<file path="config.mk">
export PLATFORM = sky130hd
export DESIGN_NAME = multicycle_controller
export DESIGN_NICKNAME = d
export VERILOG_FILES = /design/src/rtl/multicycle_controller.sv
export SDC_FILE = /design/constraint.sdc
export NUM_CORES = 1
export LEC_CHECK = 0
export BUFFER_PORTS_ARGS = -buffer_cell sky130_fd_sc_hd__buf_2
export CORE_MARGIN = 3
export CORE_UTILIZATION = 45
export DETAILED_ROUTE_END_ITERATION = 8
export PLACE_DENSITY = 0.82
export SYNTH_ARGS = -nofsm -noshare
export SYNTH_HDL_FRONTEND = slang
export SYNTH_SLANG_ARGS = --single-unit
</file>
<file path="constraint.sdc">
create_clock -name clk -period 4.5 [get_ports clk]
set_input_delay 0.675 -clock clk [delete_from_list [all_inputs] [get_ports clk]]
set_output_delay 0.675 -clock clk [all_outputs]
set_load 0.01 [all_outputs]
</file>
<file path="src/rtl/multicycle_controller.sv">
// ============================================================================
//  Module      : multicycle_controller
//  Description : Moore FSM control unit for a multicycle RV32I datapath.
//                Sequences fetch/decode/execute/memory/writeback and drives
//                datapath selects, write enables and a sticky illegal flag.
//  Revision    : 1.0 - initial release
// ============================================================================
`default_nettype none

module multicycle_controller #(
  parameter int EN_MEMWAIT = 1,
  parameter int EN_EXT     = 1
) (
  input  logic       clk,
  input  logic       reset,
  input  logic [6:0] op,
  input  logic [2:0] funct3,
  input  logic       funct7b5,
  input  logic       Zero,
  input  logic       blt,
  input  logic       bltu,
  input  logic       MemReady,
  output logic       PCWrite,
  output logic       IRWrite,
  output logic       RegWrite,
  output logic       MemWrite,
  output logic       AdrSrc,
  output logic       PCResultSrc,
  output logic [1:0] ALUSrcA,
  output logic [1:0] ALUSrcB,
  output logic [2:0] ResultSrc,
  output logic [2:0] ImmSrc,
  output logic [2:0] ALUControl,
  output logic       Illegal,
  output logic [3:0] State
);

  typedef enum logic [3:0] {
    S_FETCH    = 4'd0,
    S_DECODE   = 4'd1,
    S_MEMADR   = 4'd2,
    S_MEMREAD  = 4'd3,
    S_MEMWB    = 4'd4,
    S_MEMWRITE = 4'd5,
    S_EXECR    = 4'd6,
    S_EXECI    = 4'd7,
    S_ALUWB    = 4'd8,
    S_BRANCH   = 4'd9,
    S_JAL      = 4'd10,
    S_JALR     = 4'd11,
    S_LUI      = 4'd12,
    S_AUIPC    = 4'd13,
    S_ERROR    = 4'd15
  } state_t;

  localparam logic C_MEMWAIT = (EN_MEMWAIT != 0);
  localparam logic C_EXT     = (EN_EXT != 0);

  state_t     r_state;
  state_t     w_next;
  logic       w_ready;
  logic       w_taken;
  logic [2:0] w_alu_funct;
  logic       w_pcwrite;
  logic       w_irwrite;
  logic       w_regwrite;
  logic       w_memwrite;

  // Without the wait option the memory is assumed to complete every access.
  assign w_ready = C_MEMWAIT ? MemReady : 1'b1;

  // State register; reset aborts any instruction in flight.
  always_ff @(posedge clk or negedge reset) begin
    if (!reset) r_state <= S_FETCH;
    else        r_state <= w_next;
  end

  // Branch condition selected by funct3; 010/011 are never taken.
  always_comb begin
    w_taken = 1'b0;
    case (funct3)
      3'b000:  w_taken = Zero;
      3'b001:  w_taken = ~Zero;
      3'b100:  w_taken = blt;
      3'b101:  w_taken = ~blt;
      3'b110:  w_taken = bltu;
      3'b111:  w_taken = ~bltu;
      default: w_taken = 1'b0;
    endcase
  end

  // ALU operation for R/I-type execution; sub only for R-type with bit30.
  always_comb begin
    w_alu_funct = 3'b000;
    case (funct3)
      3'b000:        w_alu_funct = (funct7b5 & op[5]) ? 3'b001 : 3'b000;
      3'b001, 3'b101: w_alu_funct = 3'b111;
      3'b010:        w_alu_funct = 3'b101;
      3'b011:        w_alu_funct = 3'b110;
      3'b100:        w_alu_funct = 3'b100;
      3'b110:        w_alu_funct = 3'b011;
      3'b111:        w_alu_funct = 3'b010;
      default:       w_alu_funct = 3'b000;
    endcase
  end

  // Immediate format depends only on the opcode, independent of state.
  always_comb begin
    ImmSrc = 3'b000;
    case (op)
      7'b0100011:             ImmSrc = 3'b001;
      7'b1100011:             ImmSrc = 3'b010;
      7'b1101111:             ImmSrc = 3'b011;
      7'b0110111, 7'b0010111: ImmSrc = 3'b100;
      default:                ImmSrc = 3'b000;
    endcase
  end

  // Next-state logic and Moore outputs; every output defaults to 0.
  always_comb begin
    w_next      = r_state;
    w_pcwrite   = 1'b0;
    w_irwrite   = 1'b0;
    w_regwrite  = 1'b0;
    w_memwrite  = 1'b0;
    AdrSrc      = 1'b0;
    PCResultSrc = 1'b0;
    ALUSrcA     = 2'b00;
    ALUSrcB     = 2'b00;
    ResultSrc   = 3'b000;
    ALUControl  = 3'b000;
    Illegal     = 1'b0;
    case (r_state)
      S_FETCH: begin
        ALUSrcB   = 2'b10;
        ResultSrc = 3'b010;
        w_irwrite = w_ready;
        w_pcwrite = w_ready;
        if (w_ready) w_next = S_DECODE;
      end
      S_DECODE: begin
        ALUSrcA = 2'b01;
        ALUSrcB = 2'b01;
        case (op)
          7'b0000011, 7'b0100011: w_next = S_MEMADR;
          7'b0110011:             w_next = S_EXECR;
          7'b0010011:             w_next = S_EXECI;
          7'b1100011:             w_next = S_BRANCH;
          7'b1101111:             w_next = S_JAL;
          7'b1100111:             w_next = C_EXT ? S_JALR  : S_ERROR;
          7'b0110111:             w_next = C_EXT ? S_LUI   : S_ERROR;
          7'b0010111:             w_next = C_EXT ? S_AUIPC : S_ERROR;
          default:                w_next = S_ERROR;
        endcase
      end
      S_MEMADR: begin
        ALUSrcA = 2'b10;
        ALUSrcB = 2'b01;
        w_next  = op[5] ? S_MEMWRITE : S_MEMREAD;
      end
      S_MEMREAD: begin
        AdrSrc = 1'b1;
        if (w_ready) w_next = S_MEMWB;
      end
      S_MEMWB: begin
        ResultSrc  = 3'b001;
        w_regwrite = 1'b1;
        w_next     = S_FETCH;
      end
      S_MEMWRITE: begin
        AdrSrc     = 1'b1;
        w_memwrite = 1'b1;
        if (w_ready) w_next = S_FETCH;
      end
      S_EXECR: begin
        ALUSrcA    = 2'b10;
        ALUSrcB    = 2'b00;
        ALUControl = w_alu_funct;
        w_next     = S_ALUWB;
      end
      S_EXECI: begin
        ALUSrcA    = 2'b10;
        ALUSrcB    = 2'b01;
        ALUControl = w_alu_funct;
        w_next     = S_ALUWB;
      end
      S_ALUWB: begin
        w_regwrite = 1'b1;
        w_next     = S_FETCH;
      end
      S_BRANCH: begin
        ALUSrcA     = 2'b10;
        ALUControl  = 3'b001;
        PCResultSrc = 1'b1;
        w_pcwrite   = w_taken;
        w_next      = S_FETCH;
      end
      S_JAL: begin
        PCResultSrc = 1'b1;
        w_pcwrite   = 1'b1;
        ResultSrc   = 3'b100;
        w_regwrite  = 1'b1;
        w_next      = S_FETCH;
      end
      S_JALR: begin
        ALUSrcA    = 2'b10;
        ALUSrcB    = 2'b01;
        w_pcwrite  = 1'b1;
        ResultSrc  = 3'b100;
        w_regwrite = 1'b1;
        w_next     = S_FETCH;
      end
      S_LUI: begin
        ResultSrc  = 3'b011;
        w_regwrite = 1'b1;
        w_next     = S_FETCH;
      end
      S_AUIPC: begin
        w_regwrite = 1'b1;
        w_next     = S_FETCH;
      end
      S_ERROR: begin
        Illegal = 1'b1;
        w_next  = S_ERROR;
      end
      default: begin
        w_next = S_ERROR;
      end
    endcase
  end

  // FETCH raises enables from MemReady alone, so gate them with reset to
  // guarantee no write can occur while reset is held.
  assign PCWrite  = w_pcwrite  & reset;
  assign IRWrite  = w_irwrite  & reset;
  assign RegWrite = w_regwrite & reset;
  assign MemWrite = w_memwrite & reset;
  assign State    = r_state;

endmodule

`default_nettype wire

</file>
==> impl_results.md, run 1 <==
* I/O pin cnt at 41
* Detailed-route wire length at 2020 um
* Critical path, cell by cell: or2_2, nor3_2, and3_1, or3_1, buf_2
* Drt first-iter violations at 16
* Post-placement worst setup slack at between 2000 and 2500 ps
* First-pass detailed-route iteration total at 4
* Part of the cycle the worst path needs at 0.5971
* FF/Latch Area at 100.1 um2
* PwrDens at between 500 and 600 nW/um2
* Clock root buffer master: sky130_fd_sc_hd__clkbuf_4
* Initial core utilization at 0.5107
* Max Root-Sink Buffers at 2
* Height of the chip at approximately 46 um
* Worst voltage drop across the vdd grid at around 0.20 mV
* Maximum fanout along the worst path at 20
* Hold crit path type: primary input to async pin
* Outcome: complete, no violations
* Post-DR wirelength/cell at around 13 um
* Final setup violation count at 0
* Slowest cell on crit path: sky130_fd_sc_hd__dfrtp_1
* Share of synthesized area occupied by flip-flops and latches at 0.1401
* Congestion Overflow GR at 0
* Number of clock buffers inserted by TritonCTS at 3
* Count of input and output buffers at 40
* Final GP Congestion at about 0.81
* Main flop type after synthesis: sky130_fd_sc_hd__dfrtp_1
* PnR worst setup slack at approximately 1800 ps
* Area of the multi-input gates at 535.5 um2
* Final Hold Violating Endpoints at 0
* Floorplan row count at 13
* GRT Util Overall at 0.1987
* Maximum number of pins on one net before global-route repair at 21
* Share of layout cells above drive strength 1 at 0.3603
* Number of pins exceeding their max-slew limit in the final report at 0
* Antenna violations before repair at 0
* Critical Path RT at ~3800 ps
* Post-CTS Hold Buffers at 0
* Post-Route Setup TNS at 0 ps
* Vias after detailed routing at 898
* Post-route clock skew at 1.244 ps
* Endpoint arrival time on the critical path at ~2000 ps
* EDFF count, synth at 0
* Count of unique library cells instantiated by Yosys at 39
* Clock-pin slew reported for the worst setup and hold paths after clock tree synthesis at 40 ps
* Width of the die at approximately 46 um
* Category of the worst setup path launch point: flop
* Final period demand of the worst path at between 2000 and 3000 ps
* Transition time at the pin with the least slew margin at between 500 and 600 ps
* Max-cap violations at 0
* Flip-flop count of the largest register after layout at 4
* Post-Synthesis Net Count at 122
* Area Growth Syn to Fin at 24.34%
* Clock sink total at 4
* CTS H-Tree Depth at 1
* Number of storage elements in the synthesis netlist at 4
* Async S/R FF share, synth at 1.000
* Number of inserted diodes at 0
* Post-Synthesis Cell Area at around 710 um2
* Floorplan die area at roughly 2100 um2
* Number of post-CTS setup repair buffers at 0
* Largest incremental delay on the critical path at about 700 ps
* Filler cells at between 100 and 150
* Total core area at between 1000 and 1500 um2
* First-pass GRT wire length at just over 3000 um
* Antenna-violating nets left at 0
* TritonCTS clock tree: built
* Post-synthesis cell count at 105
* Achievable clock frequency at between 0.3 and 0.4 GHz
* Latest clock arrival within the worst-skew pair at around 250 ps
* Total number of nets in the final design at approximately 160
* Post-CTS sizing at 0
* Unrepaired setup endpoints after global routing: false
* Detailed placer's ending HPWL at 1548 um
* Synthesis warning total at 0
* Count of unresolved DRC violations after routing at 0
* Number of global-route vias before repair at around 740
* Lkg Pwr at about 0.43 nW
* Worst setup path class: flop to primary output
* Per-cell via count in the routed design at 5.947
* Synth Area per Inst at slightly below 7 um2
* Critical path endpoint category: primary output
* Worst-case headroom to the max-slew limit at 0.6166
## stage by stage
stage                 util  total power, mW  instance area, um2  hold WS [ps]  instances
floorplan                -           0.3070               714.4         379.4        105
global placement    0.6190           0.3896               865.8         513.2        148
detailed placement  0.6190           0.3968               865.8         512.0        148
CTS                 0.6351           0.4471               888.4         246.7        151
global route        0.6351           0.4852               888.4         255.6        151
finish              0.6351           0.4459               888.4         254.8        151
## power by group
group / leakage (nW) / internal (mW) / total [mW] / switching (mW)
Clock: 0.0138 / 0.0302 / 0.0496 / 0.0194
Sequential: 0.0510 / 0.0509 / 0.113 / 0.0618
Combinational: 0.362 / 0.124 / 0.284 / 0.160
## cell usage after synthesis (2+ instances only)
cell type / count / share of area
sky130_fd_sc_hd__nand3_1: 3 / 0.021
sky130_fd_sc_hd__o21ai_0: 7 / 0.049
sky130_fd_sc_hd__nor3_1: 6 / 0.042
sky130_fd_sc_hd__buf_2: 2 / 0.014
sky130_fd_sc_hd__nor2_1: 9 / 0.047
sky130_fd_sc_hd__dfrtp_1: 4 / 0.14
sky130_fd_sc_hd__nor2b_1: 2 / 0.018
sky130_fd_sc_hd__o31ai_1: 3 / 0.032
sky130_fd_sc_hd__mux2i_1: 2 / 0.028
sky130_fd_sc_hd__xnor2_1: 4 / 0.049
sky130_fd_sc_hd__nor4_1: 2 / 0.018
sky130_fd_sc_hd__o211ai_1: 3 / 0.032
sky130_fd_sc_hd__nand2_1: 12 / 0.063
sky130_fd_sc_hd__nor3b_1: 2 / 0.021
sky130_fd_sc_hd__inv_1: 3 / 0.016
sky130_fd_sc_hd__buf_6: 2 / 0.032
sky130_fd_sc_hd__clkbuf_1: 6 / 0.032
sky130_fd_sc_hd__a21oi_1: 8 / 0.056
sky130_fd_sc_hd__nor4b_1: 2 / 0.025
sky130_fd_sc_hd__and3_1: 3 / 0.026
sky130_fd_sc_hd__a211oi_1: 2 / 0.021
## per-layer routing
metal | track usage | routed length, um
met1 | 0.2471 | 843
met4 | 0.07386 | 25
met3 | 0.03162 | 135
met5 | 0 | 0
met2 | 0.3379 | 1016
## final timing paths
| kind | endpoint | cells past startpoint | slack [ps] | start |
|---|---|---|---|---|
| max | PCWrite | 5 | 1810 | State[2] |
| min | State[3] | 1 | 250 | reset |
| max reg2reg | State[2] | 4 | 2900 | State[2] |
| min reg2reg | State[2] | 2 | 820 | State[0] |
| max in group asynchronous | State[0] | 1 | 4090 | reset |
| min in group clk | State[2] | 2 | 820 | State[0] |
## worst max-delay path, delay by kind of cell (launching register included)
kind | cells | cell delay (ps)
buf+inv | 1 | 140
simple gates | 4 | 920
flops | 1 | 700
## placed cells by master, fill, tap and decap left out, drive strengths merged, types with 4 or more instances in the layout
cell,Yosys,layout
dfrtp,4,4
a21oi,8,8
nand2,12,12
nor2,9,9
xnor2,4,4
nor3,7,7
o21ai,7,7
buf,5,40
## area by class of cell
cell class / instances / area share
well taps: 15 / 0.02113
inverters: 3 / 0.01268
clock buffers: 3 / 0.02535
repair buffers: 40 / 0.2254
flip-flops and latches: 4 / 0.1127
multi-input cells: 86 / 0.6028
## logic make-up (layout without fill, tap and decap cells)
logic type / count (synthesis) / count (layout) / synth area share
DFF: 4 / 4 / 0.1401
buffers and inverters: 15 / 46 / 0.1103
muxes: 2 / 2 / 0.02802
AOI/OAI and AO/OA: 30 / 30 / 0.2855
xor gates and xnor gates: 5 / 5 / 0.06129
and+or+nand+nor: 49 / 49 / 0.3748
(Power assumes the default switching activity.)
==> inputs of run 2 (changes only) <==
- CORE_UTILIZATION: 45 -> 39
- PLACE_DENSITY: 0.82 -> 0.75
- clock period: 4.5 -> 2.4 ns (I/O delays scaled with it)
==> impl_results.md, run 2 (synthesis results as in run 1) <==
* Outcome: complete, no violations
* Category of the worst setup path launch point: primary input
* Flip-flop count of the largest register after layout at 4 (unchanged)
* PnR worst setup slack at 262.5 ps (-1550 ps)
* Number of non-filler instances in the completed layout at 163 (+7.9%)
* GRT Util Overall at 0.1809 (-0.01784)
* Final setup violation count at 0 (unchanged)
* Max-cap violations at 0 (unchanged)
* Worst-case headroom to the max-slew limit at 0.6839 (+0.06727)
* Power consumption at 0.8563 mW (+92%)
* Height of the chip at 48.80 um (+6.4%)
* Beginning of the worst register-to-register path: State[1]
* Detailed placer's ending HPWL at 1546 um (about the same)
* Leading cell types in the layout, fill and taps excluded: sky130_fd_sc_hd__buf_2, sky130_fd_sc_hd__nand2_1, sky130_fd_sc_hd__nor2_1
* Area of placed instances at 892.1 um2 (+3.0%)
* Congestion Overflow GR at 0 (unchanged)
* Slowest cell on crit path: sky130_fd_sc_hd__dlygate4sd3_1
* Critical path endpoint category: primary output
* Area Growth Syn to Fin at 29.42%
* Post-CTS sizing at 0 (unchanged)
* PwrDens at 926.1 nW/um2 (+85%)
* I/O pin cnt at 41 (unchanged)
* Maximum number of pins on one net before global-route repair at 20 (-4.8%)
* First-pass GRT wire length at 3608 um (+16%)
* First-pass detailed-route iteration total at 4 (unchanged)
* Logic depth of the worst register-to-register path at 4 (unchanged)
* Largest incremental delay on the critical path at 540 ps (-160 ps)
* Area of the multi-input gates at 535.5 um2 (unchanged)
* Count of input and output buffers at 40 (unchanged)
* Final Hold Violating Endpoints at 0 (unchanged)
* Final period demand of the worst path at approximately 2100 ps
* Clock-pin slew reported for the worst setup and hold paths after clock tree synthesis at 40 ps (about the same)
* Number of inserted diodes at 0 (unchanged)
* Latest clock arrival within the worst-skew pair at 230 ps (-20 ps)
* FF/Latch Area at 100.1 um2 (unchanged)
* Transition time at the pin with the least slew margin at 474.1 ps (-100.9 ps)
* Layout Cell Area excl Fill at 924.6 um2 (+4.1%)
* Number of post-CTS setup repair buffers at 0 (unchanged)
* Per-cell via count in the routed design at 5.546 (-6.7%)
* Slack of the worst reg-to-reg path at 890 ps (-2010 ps)
* Post-route clock skew at 1.315 ps (+0.07050 ps)
* Clock root buffer master: sky130_fd_sc_hd__clkbuf_4
* Part of the cycle the worst path needs at 0.8906
* Most common library cell in the layout ignoring fill and taps: sky130_fd_sc_hd__buf_2
* Total core area at 1612 um2 (+15%)
* Post-CTS Hold Buffers at 1 (+1)
* Number of placed instances with taps included at 159 (+7.4%)
* Critical Path RT at 2040 ps (-1790 ps)
* Max Root-Sink Buffers at 2 (unchanged)
* Filler cells at 162 (+17%)
* Total number of nets in the final design at 158 (+1.9%)
* Achievable clock frequency at around 0.47 GHz
* Worst path top cell family by delay: buffers and inverters
* Antenna-violating nets left at 0 (unchanged)
* Number of clock buffers inserted by TritonCTS at 3 (unchanged)
* Final GP Congestion at 0.7983 (-2.0%)
* Reg2reg end: State[0]
* Worst voltage drop across the vdd grid at 0.3141 mV (+56%)
* Hold crit path type: primary input to async pin
* TritonCTS clock tree: built
* Critical path, cell by cell: dlygate4sd3_1, buf_2, and3_1, or3_1, buf_2
* Share of layout cells above drive strength 1 at 0.3669 (+0.006612)
* Post-Route Setup TNS at 0 ps (unchanged)
* Number of pins exceeding their max-slew limit in the final report at 0 (unchanged)
* Post-placement worst setup slack at 558.1 ps (-1451 ps)
* Endpoint arrival time on the critical path at 1780 ps (-230 ps)
* Initial core utilization at 0.4433 (-0.06741)
* Floorplan row count at 14 (+1)
* Maximum fanout along the worst path at 9 (-55%)
* Vias after detailed routing at 904 (+0.67%)
* Drt first-iter violations at 12 (-4)
* Post-DR wirelength/cell at 12.61 um (-5.7%)
* Unrepaired setup endpoints after global routing: false
* Worst setup path class: primary input to primary output
* Clock sink total at 4 (unchanged)
* Count of unresolved DRC violations after routing at 0 (unchanged)
* Most numerous cell on the critical path: sky130_fd_sc_hd__buf_2
* Worst-case hold slack at 509.1 ps (+254.3 ps)
* Number of global-route vias before repair at 791 (+7.0%)
* Detailed-route wire length at 2056 um (+1.8%)
* Lkg Pwr at 0.4410 nW (+3.4%)
* Antenna violations before repair at 0 (unchanged)
* Worst Path Buf+Inv at 3 (+2)
* Width of the die at 48.80 um (+6.4%)
* Final core utilization at 0.5738 (-0.06131)
* CTS H-Tree Depth at 1 (unchanged)
* Floorplan die area at 2381 um2 (+13%)
-- run 2: cell types whose count changed in the layout (fill, tap and decap cells not counted), sizes merged --
cell and delta:
buf +2, dlygate4sd3 +1
-- run 2: how the worst max path moves through the flow --
stage,start,endpoint,depth (start not counted)
after floorplan,State[2],PCWrite,6
after CTS,reset,PCWrite,5
final,reset,PCWrite,5
after global placement,funct3[1],PCWrite,7
after global routing,State[1],ALUControl[2],3
after detailed placement,funct3[1],PCWrite,7
-- run 2: layer usage --
metal	GRT usage	wire length, um
met4	0.05687	16
met1	0.2458	891
met3	0.01529	143
met2	0.3009	1004
met5	0	0
-- run 2: area by class of cell --
| class | count | area share |
|---|---|---|
| multi-input combinational | 86 | 0.5792 |
| timing repair buffer | 43 | 0.2436 |
| tap | 24 | 0.03248 |
| clock buffer | 3 | 0.02436 |
| inverter | 3 | 0.01218 |
| sequential | 4 | 0.1083 |
-- run 2: power breakdown --
part	switching (mW)	internal, mW	leakage [nW]	total, mW
clock network	0.0281	0.0560	0.0138	0.0841
logic	0.365	0.250	0.376	0.615
registers	0.0611	0.0965	0.0510	0.158
